[src/rtl/sys_bus_regs_pkg.sv]
// sys_bus_regs_pkg: shared types, register map offsets and helpers for the
// sys_bus_regs responder.
package sys_bus_regs_pkg;

  typedef logic [31:0] reg32_t;

  typedef enum logic [1:0] {
    IDLE = 2'd0,
    WACK = 2'd1,
    RD   = 2'd2
  } sys_bus_regs_state_t;

  // Byte offsets inside the decoded slot.
  localparam reg32_t OFS_ID         = 32'h0000_0000;
  localparam reg32_t OFS_CTRL       = 32'h0000_0004;
  localparam reg32_t OFS_IRQ_STATUS = 32'h0000_0008;
  localparam reg32_t OFS_IRQ_MASK   = 32'h0000_000C;
  localparam reg32_t OFS_STATUS     = 32'h0000_0010;
  localparam reg32_t OFS_REG_BASE   = 32'h0000_0020;

  // Mask with the low 'ni' bits set; used to keep unimplemented IRQ bits at 0.
  function automatic reg32_t ni_mask(input int ni);
    reg32_t m;
    m = 32'h0000_0000;
    for (int i = 0; i < 32; i++) begin
      m[i] = (i < ni);
    end
    return m;
  endfunction

  // Mask selecting the decoded word-address bits [aw-1:2] of a byte address.
  function automatic reg32_t word_addr_mask(input int aw);
    reg32_t m;
    m = 32'h0000_0000;
    for (int i = 2; i < 32; i++) begin
      m[i] = (i < aw);
    end
    return m;
  endfunction

endpackage

[src/rtl/sys_bus_regs_if.sv]
// sys_bus_if: single-slot system bus connection between the interconnect
// (master side) and a register responder (slave side).
interface sys_bus_if;
  import sys_bus_regs_pkg::*;

  reg32_t addr;
  reg32_t wdata;
  logic   wen;
  logic   ren;
  reg32_t rdata;
  logic   err;
  logic   ack;

  modport m (output addr, wdata, wen, ren, input rdata, err, ack);
  modport s (input addr, wdata, wen, ren, output rdata, err, ack);

endinterface

[src/rtl/sys_bus_regs_rdpipe.sv]
// sys_bus_regs_rdpipe: read latency pipe. Captures read data/err in the
// request cycle and presents them together with ack exactly RL clocks later.
// rdata holds its last value outside ack cycles; err is only high with ack.
module sys_bus_regs_rdpipe
  import sys_bus_regs_pkg::*;
#(
  parameter int RL = 1
) (
  input  logic   clk_i,
  input  logic   rst_i,
  input  logic   start,
  input  logic   active,
  input  reg32_t data,
  input  logic   err_in,
  output logic   ack,
  output reg32_t rdata,
  output logic   err
);

  localparam logic [1:0] CNT_INIT = 2'(RL - 1);
  localparam logic       FAST     = (RL == 1);

  logic [1:0] cnt_r;
  reg32_t     cap_data_r;
  logic       cap_err_r;
  logic       ack_r;
  reg32_t     rdata_r;
  logic       err_r;
  logic       fire_now_s;
  logic       fire_late_s;

  // Decide whether the ack cycle starts on the coming edge.
  always_comb begin
    fire_now_s  = 1'b0;
    fire_late_s = 1'b0;
    if (start) begin
      fire_now_s = FAST;
    end else begin
      fire_late_s = active && (cnt_r == 2'd1);
    end
  end

  // Latency counter, capture registers and registered ack/rdata/err.
  always_ff @(posedge clk_i or posedge rst_i) begin
    if (rst_i) begin
      cnt_r      <= 2'd0;
      cap_data_r <= 32'h0000_0000;
      cap_err_r  <= 1'b0;
      ack_r      <= 1'b0;
      rdata_r    <= 32'h0000_0000;
      err_r      <= 1'b0;
    end else begin
      if (start) begin
        cnt_r      <= CNT_INIT;
        cap_data_r <= data;
        cap_err_r  <= err_in;
      end else if (active && (cnt_r != 2'd0)) begin
        cnt_r <= cnt_r - 2'd1;
      end else begin
        cnt_r <= cnt_r;
      end
      ack_r <= fire_now_s | fire_late_s;
      if (fire_now_s) begin
        rdata_r <= data;
        err_r   <= err_in;
      end else if (fire_late_s) begin
        rdata_r <= cap_data_r;
        err_r   <= cap_err_r;
      end else begin
        err_r   <= 1'b0;
      end
    end
  end

  assign ack   = ack_r;
  assign rdata = rdata_r;
  assign err   = err_r;

endmodule

[src/rtl/sys_bus_regs.sv]
// sys_bus_regs: generic sys_bus slave responder with ID, CTRL, IRQ status /
// mask, STATUS and NR general-purpose registers.
// Optional feature: define SYS_BUS_REGS_LOCK_EN to make CTRL[31] a sticky
// lock bit that refuses writes to REG[k] and IRQ_MASK with err.
module sys_bus_regs
  import sys_bus_regs_pkg::*;
#(
  parameter int     AW = 20,
  parameter int     NR = 8,
  parameter int     RL = 1,
  parameter int     NI = 16,
  parameter reg32_t ID = 32'h5253_0001
) (
  input  logic                clk_i,
  input  logic                rst_i,
  sys_bus_if.s                bus,
  output reg32_t              ctrl_o,
  output logic [NR-1:0][31:0] reg_o,
  input  logic [NI-1:0]       irq_event_i,
  output logic                irq_o
);

  localparam reg32_t NI_MASK   = ni_mask(NI);
  localparam reg32_t ADDR_USED = word_addr_mask(AW);

  sys_bus_regs_state_t state_r;
  sys_bus_regs_state_t next_state_s;

  reg32_t              ctrl_r;
  reg32_t              irq_status_r;
  reg32_t              irq_mask_r;
  logic                overrun_r;
  logic                irq_r;
  logic                wr_err_r;
  logic [NR-1:0][31:0] regs_r;

  reg32_t              byte_ofs_s;
  logic                hit_id_s;
  logic                hit_ctrl_s;
  logic                hit_irq_status_s;
  logic                hit_mask_s;
  logic                hit_status_s;
  logic [NR-1:0]       reg_sel_s;
  logic                is_reg_s;
  logic                unmapped_s;
  reg32_t              reg_rd_s;
  reg32_t              rd_data_s;
  logic                busy_s;
  logic                lock_s;
  reg32_t              ctrl_wr_s;
  logic                wr_err_s;
  logic                wr_go_s;
  logic                rd_go_s;
  logic                overrun_evt_s;
  reg32_t              w1c_s;
  reg32_t              irq_status_next_s;
  logic                rd_ack_s;
  reg32_t              rd_rdata_s;
  logic                rd_err_s;
  logic                unused_addr_s;

  // Address bits outside [AW-1:2] are deliberately ignored.
  assign unused_addr_s = ^(bus.addr & ~ADDR_USED);

  // Address decode: word-aligned offset within the slot and per-register hits.
  always_comb begin
    byte_ofs_s       = bus.addr & ADDR_USED;
    hit_id_s         = (byte_ofs_s == OFS_ID);
    hit_ctrl_s       = (byte_ofs_s == OFS_CTRL);
    hit_irq_status_s = (byte_ofs_s == OFS_IRQ_STATUS);
    hit_mask_s       = (byte_ofs_s == OFS_IRQ_MASK);
    hit_status_s     = (byte_ofs_s == OFS_STATUS);
    for (int k = 0; k < NR; k++) begin
      reg_sel_s[k] = (byte_ofs_s == (OFS_REG_BASE + 32'(k * 4)));
    end
    is_reg_s   = |reg_sel_s;
    unmapped_s = !(hit_id_s || hit_ctrl_s || hit_irq_status_s ||
                   hit_mask_s || hit_status_s || is_reg_s);
  end

  // Read data mux, sampled in the request cycle; unmapped offsets read 0.
  always_comb begin
    busy_s   = (state_r != IDLE);
    reg_rd_s = 32'h0000_0000;
    for (int k = 0; k < NR; k++) begin
      reg_rd_s = reg_rd_s | ({32{reg_sel_s[k]}} & regs_r[k]);
    end
    rd_data_s = 32'h0000_0000;
    if (hit_id_s) begin
      rd_data_s = ID;
    end else if (hit_ctrl_s) begin
      rd_data_s = ctrl_r;
    end else if (hit_irq_status_s) begin
      rd_data_s = irq_status_r;
    end else if (hit_mask_s) begin
      rd_data_s = irq_mask_r;
    end else if (hit_status_s) begin
      rd_data_s = {30'd0, overrun_r, busy_s};
    end else if (is_reg_s) begin
      rd_data_s = reg_rd_s;
    end else begin
      rd_data_s = 32'h0000_0000;
    end
  end

  // Write qualification: lock handling, error classification, accept/drop.
  always_comb begin
`ifdef SYS_BUS_REGS_LOCK_EN
    lock_s    = ctrl_r[31];
    ctrl_wr_s = bus.wdata | {ctrl_r[31], 31'd0};
`else
    lock_s    = 1'b0;
    ctrl_wr_s = bus.wdata;
`endif
    wr_err_s      = unmapped_s || (lock_s && (hit_mask_s || is_reg_s));
    wr_go_s       = (state_r == IDLE) && bus.wen;
    rd_go_s       = (state_r == IDLE) && bus.ren && !bus.wen;
    overrun_evt_s = (state_r != IDLE) && (bus.wen || bus.ren);
    if (wr_go_s && hit_irq_status_s) begin
      w1c_s = bus.wdata;
    end else begin
      w1c_s = 32'h0000_0000;
    end
    // A new event wins over a clear of the same bit in the same cycle.
    irq_status_next_s = ((irq_status_r & ~w1c_s) | 32'(irq_event_i)) & NI_MASK;
  end

  // FSM state register.
  always_ff @(posedge clk_i or posedge rst_i) begin
    if (rst_i) begin
      state_r <= IDLE;
    end else begin
      state_r <= next_state_s;
    end
  end

  // FSM next state: a write wins over a simultaneous read.
  always_comb begin
    next_state_s = state_r;
    case (state_r)
      IDLE: begin
        if (bus.wen) begin
          next_state_s = WACK;
        end else if (bus.ren) begin
          next_state_s = RD;
        end else begin
          next_state_s = IDLE;
        end
      end
      WACK: begin
        next_state_s = IDLE;
      end
      RD: begin
        if (rd_ack_s) begin
          next_state_s = IDLE;
        end else begin
          next_state_s = RD;
        end
      end
      default: begin
        next_state_s = IDLE;
      end
    endcase
  end

  // Register state; an accepted write lands on the edge that raises ack.
  always_ff @(posedge clk_i or posedge rst_i) begin
    if (rst_i) begin
      ctrl_r       <= 32'h0000_0000;
      irq_status_r <= 32'h0000_0000;
      irq_mask_r   <= 32'h0000_0000;
      overrun_r    <= 1'b0;
      irq_r        <= 1'b0;
      wr_err_r     <= 1'b0;
      regs_r       <= '0;
    end else begin
      irq_status_r <= irq_status_next_s;
      irq_r        <= |(irq_status_r & irq_mask_r);
      if (overrun_evt_s) begin
        overrun_r <= 1'b1;
      end else if (wr_go_s && hit_status_s) begin
        overrun_r <= 1'b0;
      end else begin
        overrun_r <= overrun_r;
      end
      if (wr_go_s) begin
        wr_err_r <= wr_err_s;
      end else begin
        wr_err_r <= wr_err_r;
      end
      if (wr_go_s && !wr_err_s) begin
        if (hit_ctrl_s) begin
          ctrl_r <= ctrl_wr_s;
        end else begin
          ctrl_r <= ctrl_r;
        end
        if (hit_mask_s) begin
          irq_mask_r <= bus.wdata & NI_MASK;
        end else begin
          irq_mask_r <= irq_mask_r;
        end
        for (int k = 0; k < NR; k++) begin
          if (reg_sel_s[k]) begin
            regs_r[k] <= bus.wdata;
          end
        end
      end
    end
  end

  sys_bus_regs_rdpipe #(
    .RL (RL)
  ) u_rdpipe (
    .clk_i  (clk_i),
    .rst_i  (rst_i),
    .start  (rd_go_s),
    .active (state_r == RD),
    .data   (rd_data_s),
    .err_in (unmapped_s),
    .ack    (rd_ack_s),
    .rdata  (rd_rdata_s),
    .err    (rd_err_s)
  );

  assign bus.ack   = (state_r == WACK) | rd_ack_s;
  assign bus.err   = ((state_r == WACK) & wr_err_r) | rd_err_s;
  assign bus.rdata = rd_rdata_s;
  assign ctrl_o    = ctrl_r;
  assign reg_o     = regs_r;
  assign irq_o     = irq_r;

endmodule

[src/flat_wrapper.sv]
// flat-port wrapper written by rule: the top's interface ports become plain ports
module sys_bus_regs_flat import sys_bus_regs_pkg::*;
#(
  parameter int     AW = 20,
  parameter int     NR = 8,
  parameter int     RL = 1,
  parameter int     NI = 16,
  parameter reg32_t ID = 32'h5253_0001
)
  (clk_i, rst_i, ctrl_o, reg_o, irq_event_i, irq_o, bus_addr, bus_wdata, bus_wen, bus_ren, bus_rdata, bus_err, bus_ack);
  sys_bus_if bus_i ();
  input  logic clk_i;
  input  logic rst_i;
  output reg32_t ctrl_o;
  output logic [NR-1:0][31:0] reg_o;
  input  logic [NI-1:0] irq_event_i;
  output logic irq_o;
  input wire logic [$bits(bus_i.addr)-1:0] bus_addr;
  input wire logic [$bits(bus_i.wdata)-1:0] bus_wdata;
  input wire logic [$bits(bus_i.wen)-1:0] bus_wen;
  input wire logic [$bits(bus_i.ren)-1:0] bus_ren;
  output wire logic [$bits(bus_i.rdata)-1:0] bus_rdata;
  output wire logic [$bits(bus_i.err)-1:0] bus_err;
  output wire logic [$bits(bus_i.ack)-1:0] bus_ack;
  assign bus_i.addr = bus_addr;
  assign bus_i.wdata = bus_wdata;
  assign bus_i.wen = bus_wen;
  assign bus_i.ren = bus_ren;
  assign bus_rdata = bus_i.rdata;
  assign bus_err = bus_i.err;
  assign bus_ack = bus_i.ack;
  sys_bus_regs #(.AW(AW), .NR(NR), .RL(RL), .NI(NI), .ID(ID)) u_core (.clk_i(clk_i), .rst_i(rst_i), .bus(bus_i), .ctrl_o(ctrl_o), .reg_o(reg_o), .irq_event_i(irq_event_i), .irq_o(irq_o));
endmodule
[config.mk]
export PLATFORM = sky130hd
export DESIGN_NAME = sys_bus_regs_flat
export DESIGN_NICKNAME = d
export VERILOG_FILES = /design/src/rtl/sys_bus_regs_pkg.sv /design/src/rtl/sys_bus_regs_if.sv /design/src/rtl/sys_bus_regs_rdpipe.sv /design/src/rtl/sys_bus_regs.sv /design/src/flat_wrapper.sv
export SDC_FILE = /design/constraint.sdc
export NUM_CORES = 1
export LEC_CHECK = 0
export ABC_AREA = 1
export ABC_CLOCK_PERIOD_IN_PS = 21900
export BUFFER_PORTS_ARGS = -buffer_cell sky130_fd_sc_hd__buf_2
export CELL_PAD_IN_SITES_DETAIL_PLACEMENT = 0
export CELL_PAD_IN_SITES_GLOBAL_PLACEMENT = 1
export CORE_UTILIZATION = 40
export DETAILED_ROUTE_END_ITERATION = 12
export PLACE_DENSITY_LB_ADDON = 0.25
export SYNTH_ARGS = -nofsm -noshare
export SYNTH_HDL_FRONTEND = slang
export SYNTH_SLANG_ARGS = --single-unit
[constraint.sdc]
create_clock -name clk_i -period 21.9 [get_ports clk_i]
set_input_delay 2.19 -clock clk_i [delete_from_list [all_inputs] [get_ports clk_i]]
set_output_delay 2.19 -clock clk_i [all_outputs]
set_load 0.02 [all_outputs]
# Yosys cells after proc, flatten, opt, wreduce, memory -nomap -nowiden
# Index checks and enable logic that the tools add are counted.
[totals] latch_bits=0 word_cells=117 romBits=0 ram_bits=0 memories=0 reg_bits=394
[op_classes] n_addsub=1 eq_ne=15 n_mul=0 n_lt_le_gt_ge=0 muxes=21 reduce_logical=36 div=0 shifts=0 bitwise_logic=23
[ops] cell="32-bit AND" n=8
[ops] cell="32-bit 2-to-1 mux" n=8
[ops] cell="32-bit bitwise OR" n=7
[ops] cell="18-bit by 4-bit == test with 1-bit output, second input constant" n=8
[ops] cell="18-bit by 2-bit == test with 1-bit output, second input constant" n=2
[ops] cell="16-bit AND" n=2
[ops] cell="32-bit zero test" n=1
[ops] cell="32-bit OR reduction" n=1
[ops] cell="2-bit AND reduction" n=10
[ops] cell="18-bit by 1-bit == test with 1-bit output, second input constant" n=1
[ops] cell="18-bit by 3-bit == test with 1-bit output, second input constant" n=1
[ops] cell="16-bit 2-to-1 mux" n=1
[ops] cell="16-bit NOT" n=1
[ops] cell="16-bit bitwise OR" n=1
[ops] cell="2-bit 2-to-1 mux" n=5
[ops] cell="2-bit nonzero test" n=5
[ops] cell="1-bit logical AND" n=9
[ops] cell="8-bit OR reduction" n=1
[ops] cell="1-bit logical OR" n=6
[ops] cell="1-bit 2-to-1 mux" n=6
[ops] cell="2-bit by 1-bit == test with 1-bit output, second input constant" n=2
[ops] cell="2-bit one-hot mux with 2 select lines" n=1
[ops] cell="1-bit bitwise OR" n=3
[ops] cell="2-bit == test, second input constant" n=1
[ops] cell="4 further kinds" n=5

# Logic depth before layout (Yosys ltp)
[logic_depth] depth_word=16 ltp_mapped=17 mapped_depth_nobuf=16

# Cells and area by module
# A second synthesis with hierarchy kept.
[unflattened] cells_unflattened=2350 hier_area_um2=19068.3
[by_module_without_submodules] mod="sys_bus_regs" cells_each=2051 area_each_um2=16295.6 instances=1 seq_area_each_um2=8132.8
[by_module_without_submodules] mod="sys_bus_regs_rdpipe" cells_each=299 area_each_um2=2772.7 instances=1 seq_area_each_um2=1726.7

# Least setup slack after synthesis
# Ideal clock, no wire load.
[synth_path] path_kind="in2reg" startpoint="in bus_addr[17]" endpoint="reg u_core.regs_r (netlist bit u_core.reg_o[72])" path_slack_ps=18070 cell_stages=13 t_required_ps=21767 path_buffers=3 arrival_time_ps=3697 path_cell_list="nor2_1 -> nand2_1 -> nor2_4 -> buf_6 -> nand2_1 -> a21oi_1 -> nor3_2 -> nand3_2 -> buf_12 -> nand3_4 -> buf_2 -> nand2_1 -> o21ai_1"
[synth_via] elab_chain_len=8 word_cells_on_any_way=21
[synth_rtl] item="start, declared" line="flat_wrapper.sv:18" source="input wire logic [$bits(bus_i.addr)-1:0] bus_addr;"
[synth_rtl] item="18-bit by 1-bit == test with 1-bit output / 32-bit zero test (equally long branches)" line="sys_bus_regs.sv:69, sys_bus_regs.sv:68"
[synth_rtl] item="1-bit logical OR (3 in a row)" line="sys_bus_regs.sv:77" source="unmapped_s = !(hit_id_s || hit_ctrl_s || hit_irq_status_s ||"
[synth_rtl] item="1-bit logical OR (2 in a row)" line="sys_bus_regs.sv:78" source="hit_mask_s || hit_status_s || is_reg_s);"
[synth_rtl] item="1-bit logical AND" line="sys_bus_regs.sv:191" source="if (wr_go_s && !wr_err_s) begin"
[synth_rtl] item="2-bit AND reduction (no line) *"
[synth_rtl] item="end signal, assigned by index" line="sys_bus_regs.sv:204" source="regs_r[k] <= bus.wdata;"
[synth_rtl] item="end, declared" line="sys_bus_regs.sv:35" source="logic [NR-1:0][31:0] regs_r;"
# Every way passes the cells marked *; elsewhere a longest branch is shown, timed or not.
# A chain may end at the register's enable or synchronous reset.

# Final worst setup path
[layout_path] startpoint="in bus_addr[17]" endpoint="reg u_core.regs_r (netlist bit u_core.reg_o[49])"
# Same word-level chain as after synthesis.

==> results.tsv <==
stage	metric	value	unit
floorplan	start_util	0.4094	
floorplan	die_w	210.1	um
floorplan	num_rows	75	
routing	ant_nets	0	
yosys	seq_area_frac_synth	0.5690	
cells_and_area	fin_cells	2935	
sta	fin_crit	5.324	ns
setup_path	critPathCaptureType	register	
sta	min_period_over_period	0.2431	
setup_path	cp-start-kind	input port	
power_and_ir_drop	power.density	77.74	mW/mm^2
routing	dr_total_vias	15197	
sta	tns	0	ns
cells_and_area	final_net_count	2416	
sta	finClkSkew	0.009065	ns
yosys	synth.distinct_cells	40	
power_and_ir_drop	sw_frac_of_total	0.2511	
sta	final-max-slew-violation-count	0	
sta	finalSetupViolCount	0	
worst_hold_path	hold_class	reg -> reg	
setup_path	critPathArrivalTime	5.78	ns
cells_and_area	syn_to_final_growth	20.92	%
power_and_ir_drop	p_int	0.001220	W
global_routing	gr-usage-all-layers	0.2796	
setup_path	critPathTopFamily	simple AND/OR/NAND/NOR gates	
power_and_ir_drop	ir_drop	50.78	uV
sta	rsz0062_at_grt	false	
cts	clk_pin_slew_worst_paths	0.06	ns
power_and_ir_drop	power_frac_clock	0.443	
cts	cts_tree	yes	
yosys	syn-num-nets	2083	
cts	cts_buffers	44	
setup_path	cp_data_required_time	22.35	ns
cts	clk_latency	0.56	ns
power_and_ir_drop	p_comb_frac	0.089	
setup_path	path_buf_inv	1	
floorplan	design.core.area	0.04232	mm^2
yosys	syn_area	0.01733	mm^2
sta	worstMarginPinSlew	1.189	ns
sta	max_slew_margin	0.2055	
yosys	yosysTopAreaCell	dfrtp_1	
placed_design	port_buffers	392	
routing	avgViaCountPerCell	5.178	
cells_and_area	diodes	0	
cts	cts.sinks	394	
global_routing	grt_pass1_wl	91560	um
placed_design	dp_cells	2861	
yosys	syn_inst	1997	
routing	firstDrtPassIters	6	
sta	timing.final.hold_violations	0	
yosys	synth_top_area_frac	0.5690	
yosys	yosys-top-cells-area	dfrtp_1 57%, nand2_1 16%, o21ai_1 7.6%, inv_1 2.4%, o21ai_0 2.1%	
placed_design	finalWeightedCongestion	0.9231	
setup_path	r2r_slack	18.72	ns
setup_path	path_cells	buf_2 -> nor2_1 -> nand2_1 -> nor2_4 -> nand3_2 -> nand2_2 -> a211oi_2 -> nand3_2 -> nand3b_4 -> o21ai_0	
power_and_ir_drop	p_leak	10.94	nW
setup_path	path_common_cell	nand3_2	
floorplan	die-area	0.04415	mm^2
routing	drt_wl_total	61710	um
routing	wire_per_inst	21.03	um
yosys	ys_ff_latch	394	
power_and_ir_drop	power_frac_seq	0.468	
floorplan	ios	407	
cts	postCtsHoldBufs	0	
cells_and_area	fin_util	0.4950	
cts	ctsResizeCount	0	
routing	drt_first_iter_violations	1299	
sta	max_freq	187.8	MHz
global_routing	grt_pass1_vias	14028	
run	maxCapViolations	0	
global_routing	grt-ovfl-total	0	
cells_and_area	layout-drive-gt1-share	0.2379	
placed_design	placed_cell_area	0.01957	mm^2
setup_path	slowest_stage	nand3b_4	
setup_path	crit_type	in -> reg	
global_routing	grt_max_degree	178	
cts	htree_levels	2	
power_and_ir_drop	p_sw	0.0004089	W
yosys	synth_area_per_cell	8.676	um^2
placed_design	dpl.hpwl	40630	um
cts	cts_setup_buffers	0	
routing	drc_errors	0	
yosys	synthFlopType	dfrtp_1	
floorplan	die_h	210.1	um
cts	clock_path_buffers	3	
yosys	synth-async-reset-ratio	1.000	
global_routing	antenna_found_initial	1	
yosys	yosys_warnings	0	
setup_path	critPathMaxFanout	64	
status	run_status	completed	
cells_and_area	final_cell_area	0.02095	mm^2
yosys	synth-edff-count	0	
cts	cts_root_buf	clkbuf_16	
setup_path	critPathMaxStageDelay	0.86	ns
==> cell usage after synthesis (14+ instances only) <==
cell type	instances
nor2_1	69
nand3b_1	24
nand4_1	36
a21oi_1	23
nand3_1	16
nand2_1	757
o21ai_2	31
clkbuf_1	41
buf_2	60
o21ai_1	264
o21ai_0	74
dfrtp_1	394
o221a_2	14
inv_1	109
==> cell families (layout without fill, tap and decap cells) <==
logic type	count (synthesis)	after routing	share of synthesized area
buffers and inverters	234	595	0.06138
adder cells (fa/ha/maj)	2	2	0.001444
flip-flops	394	394	0.5690
AO/OA/AOI/OAI	428	428	0.1396
AND/OR/NAND/NOR	939	939	0.2286
==> registers in the layout, summed over array words and instances (netlist names) <==
| register | flops |
|---|---|
| u_core.u_rdpipe.err | 1 |
| u_core.ctrl_o | 32 |
| u_core.u_rdpipe.cap_err_r | 1 |
| u_core.irq_o | 1 |
| u_core.state_r | 2 |
| u_core.u_rdpipe.cnt_r | 2 |
| u_core.irq_status_r | 16 |
| u_core.overrun_r | 1 |
| u_core.u_rdpipe.rdata | 32 |
| u_core.irq_mask_r | 16 |
| u_core.u_rdpipe.ack | 1 |
| u_core.u_rdpipe.cap_data_r | 32 |
| u_core.reg_o | 256 |
| u_core.wr_err_r | 1 |
==> cell type report <==
| cell class | count | area [um^2] |
|---|---|---|
| clock buffer | 67 | 1299 |
| clock inverter | 7 | 85.08 |
| fill | 4165 | 21370 |
| inverter | 115 | 439.2 |
| multi-input combinational | 1369 | 6467 |
| sequential | 394 | 9859 |
| tap | 577 | 721.9 |
| timing repair buffer | 406 | 2079 |
==> metal layers <==
metal,GRT usage,share of wire,vias to the layer above
li1,-,-,7166
met2,0.3948,0.42,579
met3,0.06243,0.082,103
met5,0,0,-
met4,0.09766,0.033,0
met1,0.4194,0.47,7349
==> final timing paths <==
path / from / to / cells past startpoint
worst max-delay path: bus_addr[17] / u_core.reg_o[49]$_DFFE_PP0P_ / 10
worst max register to register: u_core.state_r[1]$_DFF_PP0_ / u_core.u_rdpipe.rdata[25]$_DFFE_PP0P_ / 7
worst min-delay path: u_core.u_rdpipe.rdata[16]$_DFFE_PP0P_ / u_core.u_rdpipe.rdata[16]$_DFFE_PP0P_ / 2
max in group asynchronous: rst_i / u_core.state_r[0]$_DFF_PP0_ / 3
worst min register to register: u_core.u_rdpipe.rdata[16]$_DFFE_PP0P_ / u_core.u_rdpipe.rdata[16]$_DFFE_PP0P_ / 2
min in group asynchronous: rst_i / u_core.u_rdpipe.rdata[30]$_DFFE_PP0P_ / 2
==> per-stage QoR <==
stage                     hold slack [ns]  setup slack (ns)  total power, W
after floorplan                    0.4274             8.756       0.0008699
after global placement             0.4450             16.09       0.0009183
after detailed placement           0.4596             16.02       0.0009219
after CTS                          0.4709             16.59        0.001644
after global routing               0.4910             16.22        0.001689
final                              0.4734             16.58        0.001629
==> cell usage in the layout (no fill, tap or decap), types with 2 or more instances in the layout <==
cell         n
a31oi_1      3
clkbuf_8     9
nor2_2       4
or2_2        8
bufinv_16    2
nand2_1    757
nand2_2      4
o21ai_1    264
clkbuf_1    13
nand4_1     36
a211oi_1     2
clkinv_2     5
nand3_1     15
o221a_2     14
inv_2        5
nor3b_1      2
clkbuf_16   45
nand3_2      5
a221oi_1     4
inv_1      108
nand3_4      9
buf_4       13
o21ai_2     31
buf_2      392
o21ai_0     74
nand3b_1    24
nor2_1      63
nor2_4      10
dfrtp_1    394
a21oi_1     23
a22o_1       7
ha_1         2
==> power by group through the flow <==
| stage | Sequential (W) | Combinational, W | Clock (W) |
|---|---|---|---|
| floorplan | 0.000785 | 0.0000846 | 0 |
| detailed placement | 0.000775 | 0.000147 | 0 |
| finish | 0.000762 | 0.000145 | 0.000722 |
| global placement | 0.000774 | 0.000144 | 0 |
| global route | 0.000764 | 0.000162 | 0.000763 |
| CTS | 0.000762 | 0.000147 | 0.000734 |
==> worst min-delay path, delay by kind of cell, from the launching register on <==
kind / cells / cell delay (ns)
DFF: 1 / 0.34
and+or+nand+nor: 2 / 0.10
Power figures use the tool's default switching activity.
